$ cat src/rtl/givens_qr_ctrl_if.sv
// Bundles the upstream, downstream and rotation-engine handshakes of the Givens QR sequencer.
// The master side is the sequencer and the slave side is the surrounding datapath and engine.
interface givens_qr_ctrl_if #(
  parameter int N = 8
);
  localparam int CW = (N > 1) ? $clog2(N) : 1;

  logic          in_valid;
  logic          in_ready;
  logic          load_en;
  logic          gr_start;
  logic [CW-1:0] gr_col;
  logic          gr_sel_fb;
  logic          gr_done;
  logic          out_valid;
  logic          out_ready;

  modport master (
    input  in_valid, out_ready, gr_done,
    output in_ready, load_en, gr_start, gr_col, gr_sel_fb, out_valid
  );

  modport slave (
    output in_valid, out_ready, gr_done,
    input  in_ready, load_en, gr_start, gr_col, gr_sel_fb, out_valid
  );
endinterface

$ cat src/rtl/givens_qr_ctrl.sv
// Sequences N-1 column-elimination passes of the shared Givens engine for one channel frame,
// with a stall watchdog on each pass and a completed-frame counter.
//
// state  | meaning
// IDLE   | ready for a new frame; load_en follows in_valid
// ISSUE  | one-cycle gr_start for pass k; watchdog cleared
// WAIT   | waiting for gr_done; watchdog counting
// DONE   | result presented downstream until out_ready
module givens_qr_ctrl #(
  parameter int N       = 8,
  parameter int TIMEOUT = 64
) (
  input  logic                 clk,
  input  logic                 rst,
  givens_qr_ctrl_if.master     bus,
  output logic                 busy,
  output logic                 err,
  output logic [15:0]          frame_cnt
);
  localparam int KW = (N > 1) ? $clog2(N) : 1;
  localparam int TW = $clog2(TIMEOUT);
  localparam logic [KW-1:0] K_LAST = KW'(N - 2);
  localparam logic [TW-1:0] T_LAST = TW'(TIMEOUT - 1);

  typedef enum logic [1:0] {
    S_IDLE,
    S_ISSUE,
    S_WAIT,
    S_DONE
  } state_t;

  state_t        state;
  logic [KW-1:0] k;
  logic [TW-1:0] tmo_cnt;

  assign bus.in_ready = (state == S_IDLE);
  assign bus.load_en  = bus.in_valid && (state == S_IDLE);
  assign busy         = (state != S_IDLE);

  always_ff @(posedge clk or negedge rst) begin
    if (!rst) begin
      state         <= S_IDLE;
      k             <= '0;
      tmo_cnt       <= '0;
      err           <= 1'b0;
      frame_cnt     <= '0;
      bus.gr_start  <= 1'b0;
      bus.gr_col    <= '0;
      bus.gr_sel_fb <= 1'b0;
      bus.out_valid <= 1'b0;
    end else begin
      bus.gr_start <= 1'b0;
      case (state)
        S_IDLE: begin
          if (bus.in_valid) begin
            k             <= '0;
            err           <= 1'b0;
            bus.gr_start  <= 1'b1;
            bus.gr_col    <= '0;
            bus.gr_sel_fb <= 1'b0;
            state         <= S_ISSUE;
          end
        end
        S_ISSUE: begin
          tmo_cnt <= '0;
          state   <= S_WAIT;
        end
        S_WAIT: begin
          // a done pulse arriving on the last watchdog cycle still completes the pass
          if (bus.gr_done) begin
            if (k == K_LAST) begin
              bus.out_valid <= 1'b1;
              state         <= S_DONE;
            end else begin
              k             <= k + 1'b1;
              bus.gr_start  <= 1'b1;
              bus.gr_col    <= k + 1'b1;
              bus.gr_sel_fb <= 1'b1;
              state         <= S_ISSUE;
            end
          end else if (tmo_cnt == T_LAST) begin
            err   <= 1'b1;
            state <= S_IDLE;
          end else begin
            tmo_cnt <= tmo_cnt + 1'b1;
          end
        end
        S_DONE: begin
          if (bus.out_ready) begin
            bus.out_valid <= 1'b0;
            frame_cnt     <= frame_cnt + 16'd1;
            state         <= S_IDLE;
          end
        end
        default: state <= S_IDLE;
      endcase
    end
  end
endmodule
$ cat src/flat_wrapper.sv
// flat-port wrapper written by rule: the top's interface ports become plain ports
module givens_qr_ctrl_flat 
#(
  parameter int N       = 8,
  parameter int TIMEOUT = 64
)
  (clk, rst, busy, err, frame_cnt, bus_in_valid, bus_out_ready, bus_gr_done, bus_in_ready, bus_load_en, bus_gr_start, bus_gr_col, bus_gr_sel_fb, bus_out_valid);
  givens_qr_ctrl_if #(.N(N)) bus_i ();
  input  logic clk;
  input  logic rst;
  output logic busy;
  output logic err;
  output logic [15:0] frame_cnt;
  input wire logic [$bits(bus_i.in_valid)-1:0] bus_in_valid;
  input wire logic [$bits(bus_i.out_ready)-1:0] bus_out_ready;
  input wire logic [$bits(bus_i.gr_done)-1:0] bus_gr_done;
  output wire logic [$bits(bus_i.in_ready)-1:0] bus_in_ready;
  output wire logic [$bits(bus_i.load_en)-1:0] bus_load_en;
  output wire logic [$bits(bus_i.gr_start)-1:0] bus_gr_start;
  output wire logic [$bits(bus_i.gr_col)-1:0] bus_gr_col;
  output wire logic [$bits(bus_i.gr_sel_fb)-1:0] bus_gr_sel_fb;
  output wire logic [$bits(bus_i.out_valid)-1:0] bus_out_valid;
  assign bus_i.in_valid = bus_in_valid;
  assign bus_i.out_ready = bus_out_ready;
  assign bus_i.gr_done = bus_gr_done;
  assign bus_in_ready = bus_i.in_ready;
  assign bus_load_en = bus_i.load_en;
  assign bus_gr_start = bus_i.gr_start;
  assign bus_gr_col = bus_i.gr_col;
  assign bus_gr_sel_fb = bus_i.gr_sel_fb;
  assign bus_out_valid = bus_i.out_valid;
  givens_qr_ctrl #(.N(N), .TIMEOUT(TIMEOUT)) u_core (.clk(clk), .rst(rst), .bus(bus_i), .busy(busy), .err(err), .frame_cnt(frame_cnt));
endmodule
$ cat config.mk
export PLATFORM = sky130hd
export DESIGN_NAME = givens_qr_ctrl_flat
export DESIGN_NICKNAME = d
export VERILOG_FILES = /design/src/rtl/givens_qr_ctrl_if.sv /design/src/rtl/givens_qr_ctrl.sv /design/src/flat_wrapper.sv
export SDC_FILE = /design/constraint.sdc
export NUM_CORES = 1
export LEC_CHECK = 0
export CAP_MARGIN = 0
export CORE_AREA = 5 5 67 93
export CTS_CLUSTER_DIAMETER = 100
export DETAILED_ROUTE_END_ITERATION = 7
export DIE_AREA = 0 0 72 98
export PLACE_DENSITY_LB_ADDON = 0.3
export SLEW_MARGIN = 40
export SYNTH_ARGS = -nofsm -noshare
export SYNTH_HDL_FRONTEND = slang
export SYNTH_SLANG_ARGS = --single-unit
$ cat constraint.sdc
create_clock -name clk -period 2.1 [get_ports clk]
set_clock_uncertainty 0.1 [all_clocks]
set_input_delay 0.42 -clock clk [delete_from_list [all_inputs] [get_ports clk]]
set_output_delay 0.42 -clock clk [all_outputs]
set_load 0.02 [all_outputs]
### Yosys cells after proc, flatten, opt, wreduce, memory -nomap -nowiden

Cells that the tools add are included.

* add/subtract/negate cells: 3
* equality and inequality tests: 14
* mux-type cells: 28
* reduce and logical (&&, ||, !) cells: 12

Operators by type and width (count)
* 16-bit by 1-bit adder with 16-bit output (second input constant): 1
* 6-bit two-way mux: 2
* 2-bit != test (second input constant): 6
* 6-bit one-hot mux with 2 select lines: 1
* 4-bit AND reduction: 3
* 1-bit two-way mux: 11
* 2-bit two-way mux: 5
* 3-bit two-way mux: 3
* 1-bit one-hot mux with 2 select lines: 4
* 2-bit one-hot mux with 4 select lines: 1
* 2-bit nonzero test: 4
* 6-bit by 1-bit adder with 6-bit output (second input constant): 1
* 6-bit == test (second input constant): 1
* 3-bit one-hot mux with 2 select lines: 1
* 3-bit AND reduction: 2
* 2-bit == test (second input constant): 2
* 2-bit by 1-bit != test with 1-bit output (second input constant): 2
* 3-bit by 1-bit adder with 3-bit output (second input constant): 1
* 3-bit == test (second input constant): 1
* 3-bit by 2-bit != test with 1-bit output (second input constant): 1
* 2-bit by 1-bit == test with 1-bit output (second input constant): 1
* 2-bit logical NOT: 1
* 2-bit AND reduction: 1
* 1-bit logical AND: 1

* register bits: 31
* output and inout port bits: 26
* logic and storage cells: 65

### Depth between registers and ports, before layout

Gate-level depths: netlist of run 1.

* depth after elaboration: 4
* depth in mapped cells: 6
* gate-level depth less buffers: 6

### Worst setup path before layout of run 1

Ideal clock, no wire load.

* path kind: reg-to-output
* start: register u_core.state[0]
* end: output port bus_load_en
* data arrival time: 1.278 ns
* slack: 0.302 ns
* cell stages (with the launch flop): 5
* path through: dfrtp_1 buf_4 nor2_1 nand2_1 inv_1

* word-level cells in the longest chain between the ends: 2

RTL lines
* start: declaration: RTL line givens_qr_ctrl.sv:32 `state_t state;`
* start signal: assignment: RTL line givens_qr_ctrl.sv:42 `state <= S_IDLE;`
* start signal: assignment: RTL line givens_qr_ctrl.sv:61 `state <= S_ISSUE;`
* start signal: assignment: RTL line givens_qr_ctrl.sv:66 `state <= S_WAIT;`
* 2-bit logical NOT
* named net bus_in_ready: RTL line flat_wrapper.sv:17 `output wire logic [$bits(bus_i.in_ready)-1:0] bus_in_ready;`
* 1-bit logical AND: RTL line givens_qr_ctrl.sv:37 `assign bus.load_en = bus.in_valid && (state == S_IDLE);`
* end: declaration: RTL line flat_wrapper.sv:18 `output wire logic [$bits(bus_i.load_en)-1:0] bus_load_en;`

The timed path passes the listed nets, and every way through them passes these cells.

### Worst setup path after layout of run 1

* start: register u_core.state[0]
* end: output port bus_in_ready

* word-level cells in the longest chain between the ends: 1

RTL lines
* 2-bit logical NOT: RTL line givens_qr_ctrl.sv:36 `assign bus.in_ready = (state == S_IDLE);`
* end: declaration: RTL line flat_wrapper.sv:17

No other way between the ends.

==> results of run 1 <==
## logic make-up after synthesis
group | after synthesis
and+or+nand+nor | 61
DFF | 31
AOI/OAI and AO/OA | 25
xor gates and xnor gates | 15
buffers and inverters | 11
adders and majority gates | 4
muxes | 2
## layout make-up
| class | instances | area (µm²) | share of cell area, % |
|---|---|---|---|
| inverters | 6 | 22.5 | 1.10 |
| flip-flops and latches | 31 | 776 | 37.9 |
| repair buffers | 39 | 367 | 17.9 |
| well taps | 68 | 85.1 | 4.15 |
| clock buffers | 8 | 100 | 4.89 |
| multi-input cells | 107 | 698 | 34.1 |
## metrics by stage
| stage | setup TNS, ps | util [%] | worst slack, ps | hold slack (ps) |
|---|---|---|---|---|
| 2_1_floorplan | 0 | - | 302 | 24.4 |
| 3_3_place_gp | -77.8 | 36.3 | -77.8 | 362 |
| 3_5_place_dp | -79.3 | 36.3 | -79.3 | 365 |
| 4_1_cts | 0 | 38.2 | 94.6 | 374 |
| 5_1_grt | 0 | 38.2 | 47.0 | 405 |
| 6_report | 0 | 38.2 | 108 | 366 |
## worst max-delay path, stage by stage (launching register included)
cell and delay, ps:
dfrtp_1 390, nor2_2 170, clkdlybuf4s50_1 630
## placed cells by master (no fill, tap or decap), drive strengths merged, types with 2 or more instances in the layout
master         synthesis  layout
buf                    2       9
and4                   2       2
nor4                   2       2
clkdlybuf4s50          0      29
o21ai                  8       8
nand2                 20      20
dfrtp                 31      31
a31oi                  5       5
xor2                   4       4
inv                    6       6
nand3                  9       9
xnor2                 11      11
clkbuf                 3       8
a211o                  2       2
nor2                   7       7
nand4                  6       6
a41oi                  2       2
nand2b                 2       2
nor3                   2       2
and3                   5       5
ha                     4       4
a21oi                  2       2
## sequential cells by signal, indices dropped and copies added (netlist names)
name                  flops
u_core.bus.gr_sel_fb      1
u_core.bus.gr_start       1
u_core.bus.out_valid      1
u_core.err                1
u_core.frame_cnt         16
u_core.k                  3
u_core.state              2
u_core.tmo_cnt            6
## power by group
part | switching [W] | internal (W) | leakage [nW]
clock | 0.000212 | 0.000299 | 0.0515
sequential | 0.000131 | 0.000724 | 0.412
combinational | 0.000465 | 0.000392 | 0.452
## per-layer routing
layer | wire length [µm] | vias up | share of wire, %
li1 | - | 613 | -
met1 | 1360 | 577 | 43
met2 | 1550 | 31 | 49
met3 | 200 | 5 | 6.3
met4 | 48 | 0 | 1.5
met5 | 0 | - | 0
## final timing paths
kind	startpoint	endpoint	cells after the start
worst max-delay path	u_core.state[0]	bus_in_ready	2
worst max register to register	u_core.state[1]	u_core.frame_cnt[12]	6
min in group asynchronous	rst	u_core.tmo_cnt[4]	2
max in group asynchronous	rst	u_core.frame_cnt[15]	2
worst min register to register	u_core.frame_cnt[15]	u_core.frame_cnt[15]	1
worst min-delay path	u_core.frame_cnt[15]	u_core.frame_cnt[15]	1
## repair_timing
item                       in CTS  in global routing
gates resized for setup         2                  0
setup buffers                   0                  0
hold endpoints to repair        0                  0
setup endpoints to repair       1                  0
==> flow_metrics.tcl, run 1 <==
set metrics [dict create \
    syn_area_um2 1520 \
    overflow 0 \
    final_area_um2 2050 \
    cts-root-buf "clkbuf_8" \
    cts_hold_buffers 0 \
    fmax_mhz 502 \
    cap_violations 0 \
    status "finished, final reports clean" \
    p_leak_nw 0.915 \
    syn_to_final_growth_pct 34.7 \
    row_count 32 \
    grt_pass1_wl_um 5680 \
    ys_seq_area_share_pct 51.0 \
    core_area_um2 5370 \
    fillers 583 \
    clk_latency_ps 280 \
    use_met3_pct 3.81 \
    fin_crit_sh_pct 94.9 \
    crit_fanout 3 \
    vdd_ir_drop_max_mv 0.591 \
    io_buffer_count 30 \
    met2_usage_pct 17.0 \
    syn_inst 149 \
    yosys-top-cells-area "dfrtp_1 51%, xnor2_1 6.3%, nand2_1 4.9%" \
    crit_type "reg2out" \
    power_density_nw_per_um2 1090 \
    cts_tree "built" \
    synth_top_area_share_pct 51.0 \
    grt_start_max_net_pins 32 \
    clkTransAtPathRegs_ps 60 \
    via_count 1226 \
    grt_pass1_vias 1265 \
    ant_nets 0 \
    totalPowerFinal_w 0.00222 \
    tightest_slew_ps 398 \
    synth_simple_gate_area_share_pct 21.2 \
    synth_top_family_by_area "simple AND/OR/NAND/NOR gates" \
    yosys_warnings 0 \
    htreeDepth 2 \
    grtUsageTotal_pct 10.2 \
    muxShareOfSynthArea_pct 1.40 \
    synthFlopType "dfrtp_1" \
    worstPathArrival_ps 1470 \
    synth_xor_area_share_pct 8.64 \
    syn_avg_cell_area_um2 10.2 \
    slew_violations 0 \
    routedWlPerCell_um 12.2 \
    synth_adder_area_share_pct 3.29 \
    worstPathRequired_ps 1580 \
    ys_seq_elements 31 \
    crit_path_start_kind "flop" \
    stdcell_count 259 \
    yosysMostFrequentCell "dfrtp_1" \
    drc 0 \
    die_h_um 98 \
    slew_headroom_pct 73.5 \
    finalWirelength_um 3160 \
    design.die.area_um2 7060 \
    synth.top_cells.by_count "31 x dfrtp_1, 20 x nand2_1, 11 x xnor2_1" \
    antenna_found_initial 0 \
    grt_use_met1_pct 11.8 \
    endpoint_kind "output port" \
    async_reset_ff_share_pct 100 \
    synth_nets 158 \
    drive_above_1_share_pct 11.0 \
    dp_cells 251 \
    start_util_pct 28.3 \
    reg2reg_setup_slack_ps 350 \
    rsz0062_at_grt "no" \
    globalplace.congestion 0.695 \
    numCtsBuffers 5 \
    placed_area_um2 1950 \
    hp-class "reg2reg" \
    die_w_um 72 \
    fin_nets 199 \
    synth-compound-area-share_pct 11.3 \
    num_antenna_cells 0 \
    synth.distinct_cells 38 \
    dp_hpwl_um 2320 \
    synth-edff-count 0 \
    ios 31 \
    top_usage_layer "met2" \
    avgViaCountPerCell 4.73 \
    final-setup-viol-count 0 \
    drt_iter0_markers 35 \
    finalHoldViolCount 0 \
    dr.pass1.iters 4 \
    clock_path_buffers 2 \
    clock-sinks 31 \
    yosys.area.top_type "dfrtp_1" \
    min_period_ps 1990 \
]
Power figures use the tool's default switching activity.
==> run 2: changes to the inputs <==
Settings changed: CORE_AREA 5 5 67 93 to 5 5 52 72, CTS_BUF_LIST set to sky130_fd_sc_hd__clkbuf_2, DIE_AREA 0 0 72 98 to 0 0 57 77.
==> run 2 against run 1 <==
Against the previous run:
- via count increased by 3.3%
- flip-flop and latch count unchanged
- combinational power fell by 2%
- setup slack lost 9.0 ps
- total power decreased by 12%
- sequential share of layout area is 2.1 points higher
- non-clock buffer count unchanged
- clock-buffer cell count shrank 3
- hold slack got worse by 42 ps
- critical path type unchanged
- highest routed layer unchanged
==> flow_metrics.tcl, run 2 (synthesis gave the netlist of run 1 again) <==
set metrics [dict create \
    status "finished, final reports clean" \
    design.die.area_um2 4390 \
    final_util_pct 63.5 \
    ios 31 \
    worstPathRequired_ps 1580 \
    grt_start_max_net_pins 32 \
    cap_violations 0 \
    dp_hpwl_um 2360 \
    htreeDepth 2 \
    final_area_um2 1940 \
    final_common_cell "dfrtp_1" \
    num_antenna_cells 0 \
    finalHoldViolCount 0 \
    layout_common_cells "30 x dfrtp_1, 27 x clkdlybuf4s50_1, 20 x nand2_1" \
    clock-sinks 31 \
    worstPathArrival_ps 1480 \
    io_buffer_count 30 \
    p_clk_share_pct 13.5 \
    syn_to_final_growth_pct 27.9 \
    grt_pass1_vias 1245 \
    top_regs "u_core.frame_cnt (16), u_core.tmo_cnt (6), u_core.k (3)" \
    start_util_pct 49.6 \
    power_frac_comb_pct 42.7 \
    power_frac_seq_pct 43.9 \
    cts_tree "built" \
    routedWlPerCell_um 13.9 \
    avgViaCountPerCell 5.53 \
    crit_type "reg2out" \
    critPathSlowestCell "clkdlybuf4s50_1" \
    crit_fanout 5 \
    die_h_um 77 \
    drc 0 \
    p_int_w 0.00117 \
    numCtsBuffers 5 \
    top_register "u_core.frame_cnt" \
    finalWirelength_um 3190 \
    fin_crit_sh_pct 95.3 \
    final-setup-viol-count 0 \
    hp-class "in2async" \
    grtUsageTotal_pct 16.4 \
    ant_nets 0 \
    via_count 1267 \
    drt_iter0_markers 52 \
    r2r-start "u_core.state[0]" \
    p_leak_nw 0.890 \
    p_switching_w 0.000795 \
    totalPowerFinal_w 0.00196 \
    tightest_slew_ps 380 \
    tns_ps 0 \
    cp_top_family "buffers and inverters" \
    power_density_nw_per_um2 1010 \
    grt_pass1_wl_um 5690 \
    row_count 24 \
    swShare_pct 40.5 \
    cts-root-buf "clkbuf_2" \
    fin_nets 199 \
    vdd_ir_drop_max_mv 0.852 \
    overflow 0 \
    globalplace.congestion 0.827 \
    worst-path-buf-inv 1 \
    placed_area_um2 1910 \
    cp_num_cells 1 \
    reg2reg_setup_slack_ps 330 \
    crit_chain "clkdlybuf4s50_1" \
    r2r_cells 6 \
    rsz0062_at_grt "no" \
    slew_violations 0 \
    antenna_found_initial 0 \
    drive_above_1_share_pct 11.1 \
    clock_path_buffers 2 \
    largest_reg_flops 16 \
    die_w_um 57 \
    dr.pass1.iters 4 \
    cts_hold_buffers 0 \
    slowest_delay_ps 640 \
    fmax_mhz 500 \
    crit_path_start_kind "flop" \
    rr_endpoint "u_core.frame_cnt[12]" \
    clkTransAtPathRegs_ps 150 \
    clk_latency_ps 360 \
    endpoint_kind "output port" \
    core_area_um2 3060 \
    min_period_ps 2000 \
    slew_headroom_pct 74.7 \
]
run 2: cell count changes in the layout (fill, tap and decap cells not counted), sizes merged:
cell	change
clkbuf	-3
clkdlybuf4s50	-2
clkinv	+2
dlygate4sd2	+2
run 2: repair_timing:
action | 4_1_cts | 5_1_grt
endpoints found under the setup margin | 3 | 2
setup buffers | 0 | 0
resized for setup | 3 | 2
run 2: worst max path at each step:
stage | start | endpoint | slack (ps)
2_1_floorplan | u_core.state[0] | bus_load_en | 300
3_3_place_gp | bus_in_valid | bus_load_en | -50
3_5_place_dp | bus_in_valid | bus_load_en | -50
4_1_cts | u_core.k[2] | bus_gr_col[2] | 60
5_1_grt | u_core.frame_cnt[4] | frame_cnt[4] | 20
6_report | u_core.frame_cnt[0] | frame_cnt[0] | 100
run 2: layout make-up:
class | count | area [µm²]
timing repair buffer | 39 | 364
tap | 39 | 48.8
inverter | 6 | 22.5
fill | 268 | 1120
clock inverter | 2 | 8.76
clock buffer | 5 | 25.0
sequential | 31 | 777
multi-input combinational | 107 | 698
run 2: stage by stage:
step	setup slack [ps]	hold slack [ps]	instances
after detailed placement	-50.1	368	222
after global routing	20.2	359	229
final	99.0	324	229
after global placement	-51.1	359	222
after floorplan	302	24.4	149
after CTS	63.3	326	229
run 2: per-layer routing:
layer  vias to the layer above  routed length, µm  global-route usage [%]  share of wire [%]
li1                        615                  -                       -                  -
met1                       599               1300                    19.6                 41
met2                        47               1630                    27.5                 51
met3                         6                222                    5.21                7.0
met4                         0                 40                    5.34                1.3
met5                         -                  0                       0                  0
run 2: power groups by stage:
stage                     logic, W  registers [W]  clock network, W
after floorplan           0.000426       0.000939                 0
after global placement    0.000841       0.000853                 0
after detailed placement  0.000864       0.000865                 0
after CTS                 0.000844       0.000854          0.000274
after global routing      0.000929       0.000885          0.000301
final                     0.000838       0.000861          0.000265
